File: config.mk
export PLATFORM = sky130hd
export DESIGN_NAME = reg_file
export DESIGN_NICKNAME = d
export VERILOG_FILES = /design/src/rtl/reg_file.sv
export SDC_FILE = /design/constraint.sdc
export NUM_CORES = 2
export LEC_CHECK = 0
export CORE_MARGIN = 8
export CORE_UTILIZATION = 50
export CTS_CLUSTER_DIAMETER = 40
export DETAILED_ROUTE_END_ITERATION = 7
export GPL_TIMING_DRIVEN = 1
export PLACE_DENSITY = 0.71
export SLEW_MARGIN = 25
export SYNTH_ARGS = -nofsm -noshare
export SYNTH_HDL_FRONTEND = slang
export SYNTH_SLANG_ARGS = --single-unit
File: constraint.sdc
create_clock -name clk -period 5.45 [get_ports clk]
set_input_delay 1.09 -clock clk [delete_from_list [all_inputs] [get_ports clk]]
set_output_delay 1.09 -clock clk [all_outputs]
set_load 0.005 [all_outputs]
File: src/rtl/reg_file.sv
// 32-entry register file with two operand read ports and a debug read port; $0 reads as zero.
// Optional same-cycle write-through to the read ports when REG_FILE_BYPASS_EN is defined.
module reg_file #(
    parameter int DATA_W = 32,
    parameter int ADDR_W = 5
) (
    input  logic              clk,
    input  logic              rst_n,
    input  logic              RegWrite,
    input  logic [ADDR_W-1:0] WriteReg,
    input  logic [DATA_W-1:0] WriteData,
    input  logic [ADDR_W-1:0] ReadReg1,
    input  logic [ADDR_W-1:0] ReadReg2,
    output logic [DATA_W-1:0] ReadData1,
    output logic [DATA_W-1:0] ReadData2,
    input  logic [ADDR_W-1:0] DbgReg,
    output logic [DATA_W-1:0] DbgData
);

    localparam int DEPTH = 2 ** ADDR_W;

    logic [DATA_W-1:0] regs [DEPTH];
    logic [DATA_W-1:0] arr1, arr2, arr_dbg;

    always_ff @(posedge clk) begin
        if (!rst_n) begin
            for (int i = 0; i < DEPTH; i++) begin
                regs[i] <= '0;
            end
        end else if (RegWrite && (WriteReg != '0)) begin
            regs[WriteReg] <= WriteData;
        end
    end

    // Index 0 is forced to zero on read so $0 is clean even before the first reset.
    always_comb begin
        arr1    = (ReadReg1 == '0) ? '0 : regs[ReadReg1];
        arr2    = (ReadReg2 == '0) ? '0 : regs[ReadReg2];
        arr_dbg = (DbgReg   == '0) ? '0 : regs[DbgReg];
    end

`ifdef REG_FILE_BYPASS_EN
    logic wr_live;

    // A write that will land on this edge is forwarded to any port reading the same index.
    always_comb begin
        wr_live   = rst_n && RegWrite && (WriteReg != '0);
        ReadData1 = (wr_live && (WriteReg == ReadReg1)) ? WriteData : arr1;
        ReadData2 = (wr_live && (WriteReg == ReadReg2)) ? WriteData : arr2;
        DbgData   = (wr_live && (WriteReg == DbgReg))   ? WriteData : arr_dbg;
    end
`else
    always_comb begin
        ReadData1 = arr1;
        ReadData2 = arr2;
        DbgData   = arr_dbg;
    end
`endif

endmodule

### Word level (Yosys, flattened, before mapping)

Memories as Yosys holds them, arrays and structs flattened.
Cells that the tools add are included.
Widths: inputs -> output; s select.

| operators by class | value |
|---|---|
| reduce and logical (&&, ||, !) cells | 6 |
| mux-type cells | 10 |

Operator list:

| kind | number |
|---|---|
| $mux 32 | 4 |
| $reduce_or 32->1 | 1 |
| $logic_not 5->1 | 3 |
| $mux 1 | 5 |
| $mux 5 | 1 |
| $reduce_bool 5->1 | 1 |
| $logic_and 1x1->1 | 1 |

| word-level totals | value |
|---|---|
| register bits after elaboration | 0 |
| word-level logic and storage cells | 17 |
| bits in writable memories | 1024 |
| memories | 1 |
| output and inout port bits | 96 |
| input bits | 55 |

Memory list:

| name | words | bits a word | read ports | clocked after Yosys merged registers in | write ports | RTL line | source |
|---|---|---|---|---|---|---|---|
| regs | 32 | 32 | 3 | 0 | 32 | 22 | `logic [DATA_W-1:0] regs [DEPTH];` |

### Longest topological paths before layout

| logic depth | value |
|---|---|
| depth after elaboration | 7 |
| depth in mapped cells | 10 |
| mapped depth without buffers | 4 |

### Worst setup path after synthesis

OpenSTA, ideal clock, no wires.

| timing path | value |
|---|---|
| path kind | in2reg |
| start point | input rst_n |
| end point | memory regs[24][0] (enable) |
| stages on the path | 5 |
| slack | 0.739 ns |
| data required time | 4.984 ns |
| setup time | 0.466 ns |
| data arrival time | 4.245 ns |
| buffers on the path | 2 |
| cells stage by stage | clkbuf_1 nand2_1 or3_1 clkbuf_1 o21ai_0 |

RTL lines:

| item | RTL line | source |
|---|---|---|
| start: declaration | 8 | `input logic rst_n,` |
| end: declaration | 22 |  |

### Worst setup path in the final report

| timing path | value |
|---|---|
| start point | input DbgReg[3] |
| end point | output DbgData[30] |

| between the ends | value |
|---|---|
| cells in the longest elaborated chain, start to end | 2 |
| elaborated cells on any way between the ends | 3 |
| classes of those cells | 1 x mux; 1 x reduce/logical; 1 x memory |

RTL lines:

| item | RTL line | source |
|---|---|---|
| start: declaration | 16 | `input logic [ADDR_W-1:0] DbgReg,` |
| $mem_v2 32x32 or $logic_not 5->1 (tied branches) | n/a |  |
| $mux 32 * | 39 | `arr_dbg = (DbgReg == '0) ? '0 : regs[DbgReg];` |
| end: declaration | 17 | `output logic [DATA_W-1:0] DbgData` |

Mark *: on every way between the ends. The rest lies on a longest branch, timed or not.

==> impl_metrics.py <==
metrics = {
    "detailed_routing": {
        "wire_per_inst_um": 38.0,
        "drt_drc_violations_left": 0,
        "firstDrtPassIters": 8,
        "drtAntennaViolNets": 0,
        "viasPerCell": 7.25,
        "vias": 45400,
        "dr.first_iter.drc_count": 7981,
        "finalWirelength_um": 238000,
    },
    "yosys": {
        "synth.most_common_cell": "edfxtp_1",
        "ys_ff_latch": 1024,
        "synthArstFlopShare_pct": 0,
        "yosysUniqueCellTypes": 43,
        "synth_top_area_share_pct": 49.1,
        "synthesis.area_sq_um": 62600,
        "synth.area.top_cells": "edfxtp_1 (49%), mux4_2 (22%), and2_1 (10%), mux2i_1 (5.7%), clkbuf_1 (2.0%)",
        "synth_edf_count": 1024,
        "yosysWarningCount": 0,
        "synth_commonest_cells": "edfxtp_1 (1024), and2_1 (1012), mux4_2 (623)",
        "synth_ff_type": "edfxtp_1",
        "syn_area_per_cell_sq_um": 14.5,
        "synth_largest_area_cell": "edfxtp_1",
        "ys_seq_area_share_pct": 49.1,
        "syn-instance-count": 4328,
    },
    "timing": {
        "min_period_ns": 5.48,
        "worst_slew_pin_slew_ns": 1.13,
        "max-slew-margin-rel_pct": 24.3,
        "setup_viol": 3,
        "post-route-period-util_pct": 101,
        "holdWs_ns": 0.966,
        "fmax_mhz": 182,
        "hold_violations": 0,
        "final.setup.tns_ns": -0.0498,
        "setup_slack_ns": -0.0349,
        "slew_viol_final": 0,
        "rsz0062_at_grt": "false",
    },
    "flow_run": {
        "cap_violations": 0,
    },
    "power_and_ir_drop": {
        "clkPwrFrac_pct": 43.7,
        "p_int_w": 0.0171,
        "seqPwrFrac_pct": 40.7,
        "switching_share_pct": 26.5,
        "ir_worst_vdd_mv": 0.345,
        "comb_power_share_pct": 15.6,
        "switchingPower_w": 0.00617,
        "power_density_nw_per_um2": 318,
        "p_leak_nw": 25.8,
    },
    "layout": {
        "fin_util_pct": 58.9,
        "area_growth_pct": 16.8,
        "final_cells": 6257,
        "drive_above_1_share_pct": 29.8,
        "top_regs": "regs x1024",
        "top_register": "regs",
        "fill_cells": 9415,
        "largest_reg_flops": 1024,
        "final_nets": 4538,
    },
    "worst_setup_path": {
        "critical_path_required_ns": 4.36,
        "crit_path_max_fanout": 24,
        "crit_arrival_ns": 4.39,
        "worst_setup_path_end_kind": "output port",
        "cp_cell_sequence": "clkdlybuf4s50_1 > buf_12 > nand3b_1 > buf_12 > buf_4 > o221ai_1 > and4b_1 > nor3_1 > buf_4 > clkdlybuf4s50_1",
        "worstSetupPathType": "in2out",
        "critical-path-max-stage-delay_ns": 0.82,
        "crit_slowest_cell": "nor3_1",
        "critPathLaunchType": "input port",
    },
    "clocking": {
        "cts_tree": "yes",
        "numCtsBuffers": 151,
        "h-tree-depth": 4,
        "cts_setup_buffers": 0,
        "hold_buffers": 0,
        "clockBufferDepth": 3,
        "clk_pin_slew_ns": 0.06,
        "cts_root_buf": "clkbuf_16",
        "cts.sinks": 1024,
    },
    "floorplan": {
        "boundaryPins": 151,
        "die_w_um": 370,
        "die_h_um": 370,
        "rows": 129,
        "start_util_pct": 50.5,
        "die_area_sq_um": 137000,
        "core_sq_um": 124000,
    },
    "worst_hold_path": {
        "worstHoldPathType": "in2reg",
        "holdCritStartpoint": "WriteData[28]",
        "min_path_cells": 2,
        "holdPathEnd": "regs[28][28]",
    },
    "run_status": {
        "status": "finished with violations",
        "violations": "setup timing",
    },
    "placed_design": {
        "preCtsSetupSlack_ns": -0.269,
        "dp_hpwl_um": 152000,
        "gp_congestion": 0.955,
        "port_buffers": 150,
        "place_inst": 5966,
    },
    "global_routing": {
        "grt_use_total_pct": 34.0,
        "grt_max_degree": 58,
        "grt_pass1_wl_um": 332000,
        "antenna_found_initial": 20,
        "overflow": 0,
        "grt_pass1_vias": 44800,
    },
}
[metrics by stage]
stage          cell area, sq um  power (W)
2_1_floorplan             62700     0.0115
3_3_place_gp              67800     0.0130
3_5_place_dp              67800     0.0131
4_1_cts                   73000     0.0231
5_1_grt                   73000     0.0237
6_report                  73100     0.0232
[layout by cell type, fill, tap and decap left out, types with 32 or more instances in the layout]
master           count
nor2_4              34
o22ai_1             69
mux4_2             623
buf_12              57
nor2b_1             51
buf_4              261
edfxtp_1          1024
conb_1              32
mux2_2              64
a22oi_1             71
nor3_1              38
mux2i_1            359
a22o_1              63
and2_1            1010
clkdlybuf4s50_1    117
clkbuf_16          157
a211oi_1            61
a21oi_1             63
[per-layer routing]
metal  routed length, um  track usage (%)  part of all wire, %
met1               79900             42.4                   34
met2              104000             50.7                   44
met3               34900             11.5                   15
met4               19100             22.0                  8.0
met5                  23                0               0.0097
[worst max-delay path, delay by kind of cell]
family	cells	cell delay (ns)
and+or+nand+nor	3	1.29
buffers and inverters	6	1.78
AOI/OAI and AO/OA	1	0.21
[final cells by class]
type	count	area [sq um]	area share, %
Tap cell	1637	2050	2.80
Multi-Input combinational cell	2811	30300	41.5
Inverter	27	101	0.139
Clock inverter	105	1230	1.69
Sequential cell	1024	30700	42.1
Antenna cell	13	32.5	0.0445
Timing Repair Buffer	468	4560	6.24
Clock buffer	172	3990	5.45
[worst max path at each step]
stage / start / endpoint / slack, ns / cells after the start
CTS: DbgReg[3] / DbgData[23] / 0.06 / 10
global placement: DbgReg[3] / DbgData[23] / -0.32 / 10
global route: DbgReg[3] / DbgData[30] / 0.02 / 10
floorplan: rst_n / regs[24][0] / 0.74 / 5
finish: DbgReg[3] / DbgData[30] / -0.03 / 10
detailed placement: DbgReg[3] / DbgData[23] / -0.27 / 10
[what timing repair did]
action / 4_1_cts / 5_1_grt
hold endpoints to repair: 0 / 0
endpoints found under the setup margin: 3 / 3
resized for setup: 4 / 2
[power groups by stage]
| stage | sequential (W) | combinational [W] | clock, W |
|---|---|---|---|
| after global routing | 0.00950 | 0.00367 | 0.0105 |
| after floorplan | 0.00948 | 0.00198 | 0 |
| final | 0.00947 | 0.00362 | 0.0102 |
| after global placement | 0.00956 | 0.00348 | 0 |
| after CTS | 0.00944 | 0.00352 | 0.0102 |
| after detailed placement | 0.00959 | 0.00350 | 0 |
[cell families after synthesis]
family	count (synthesis)	synth area share, %
AOI/OAI and AO/OA	489	5.73
other	1	0.00599
and+or+nand+nor	1244	12.1
muxes	1046	29.3
buffers and inverters	524	3.71
DFF	1024	49.1
Power figures use the tool's default switching activity.
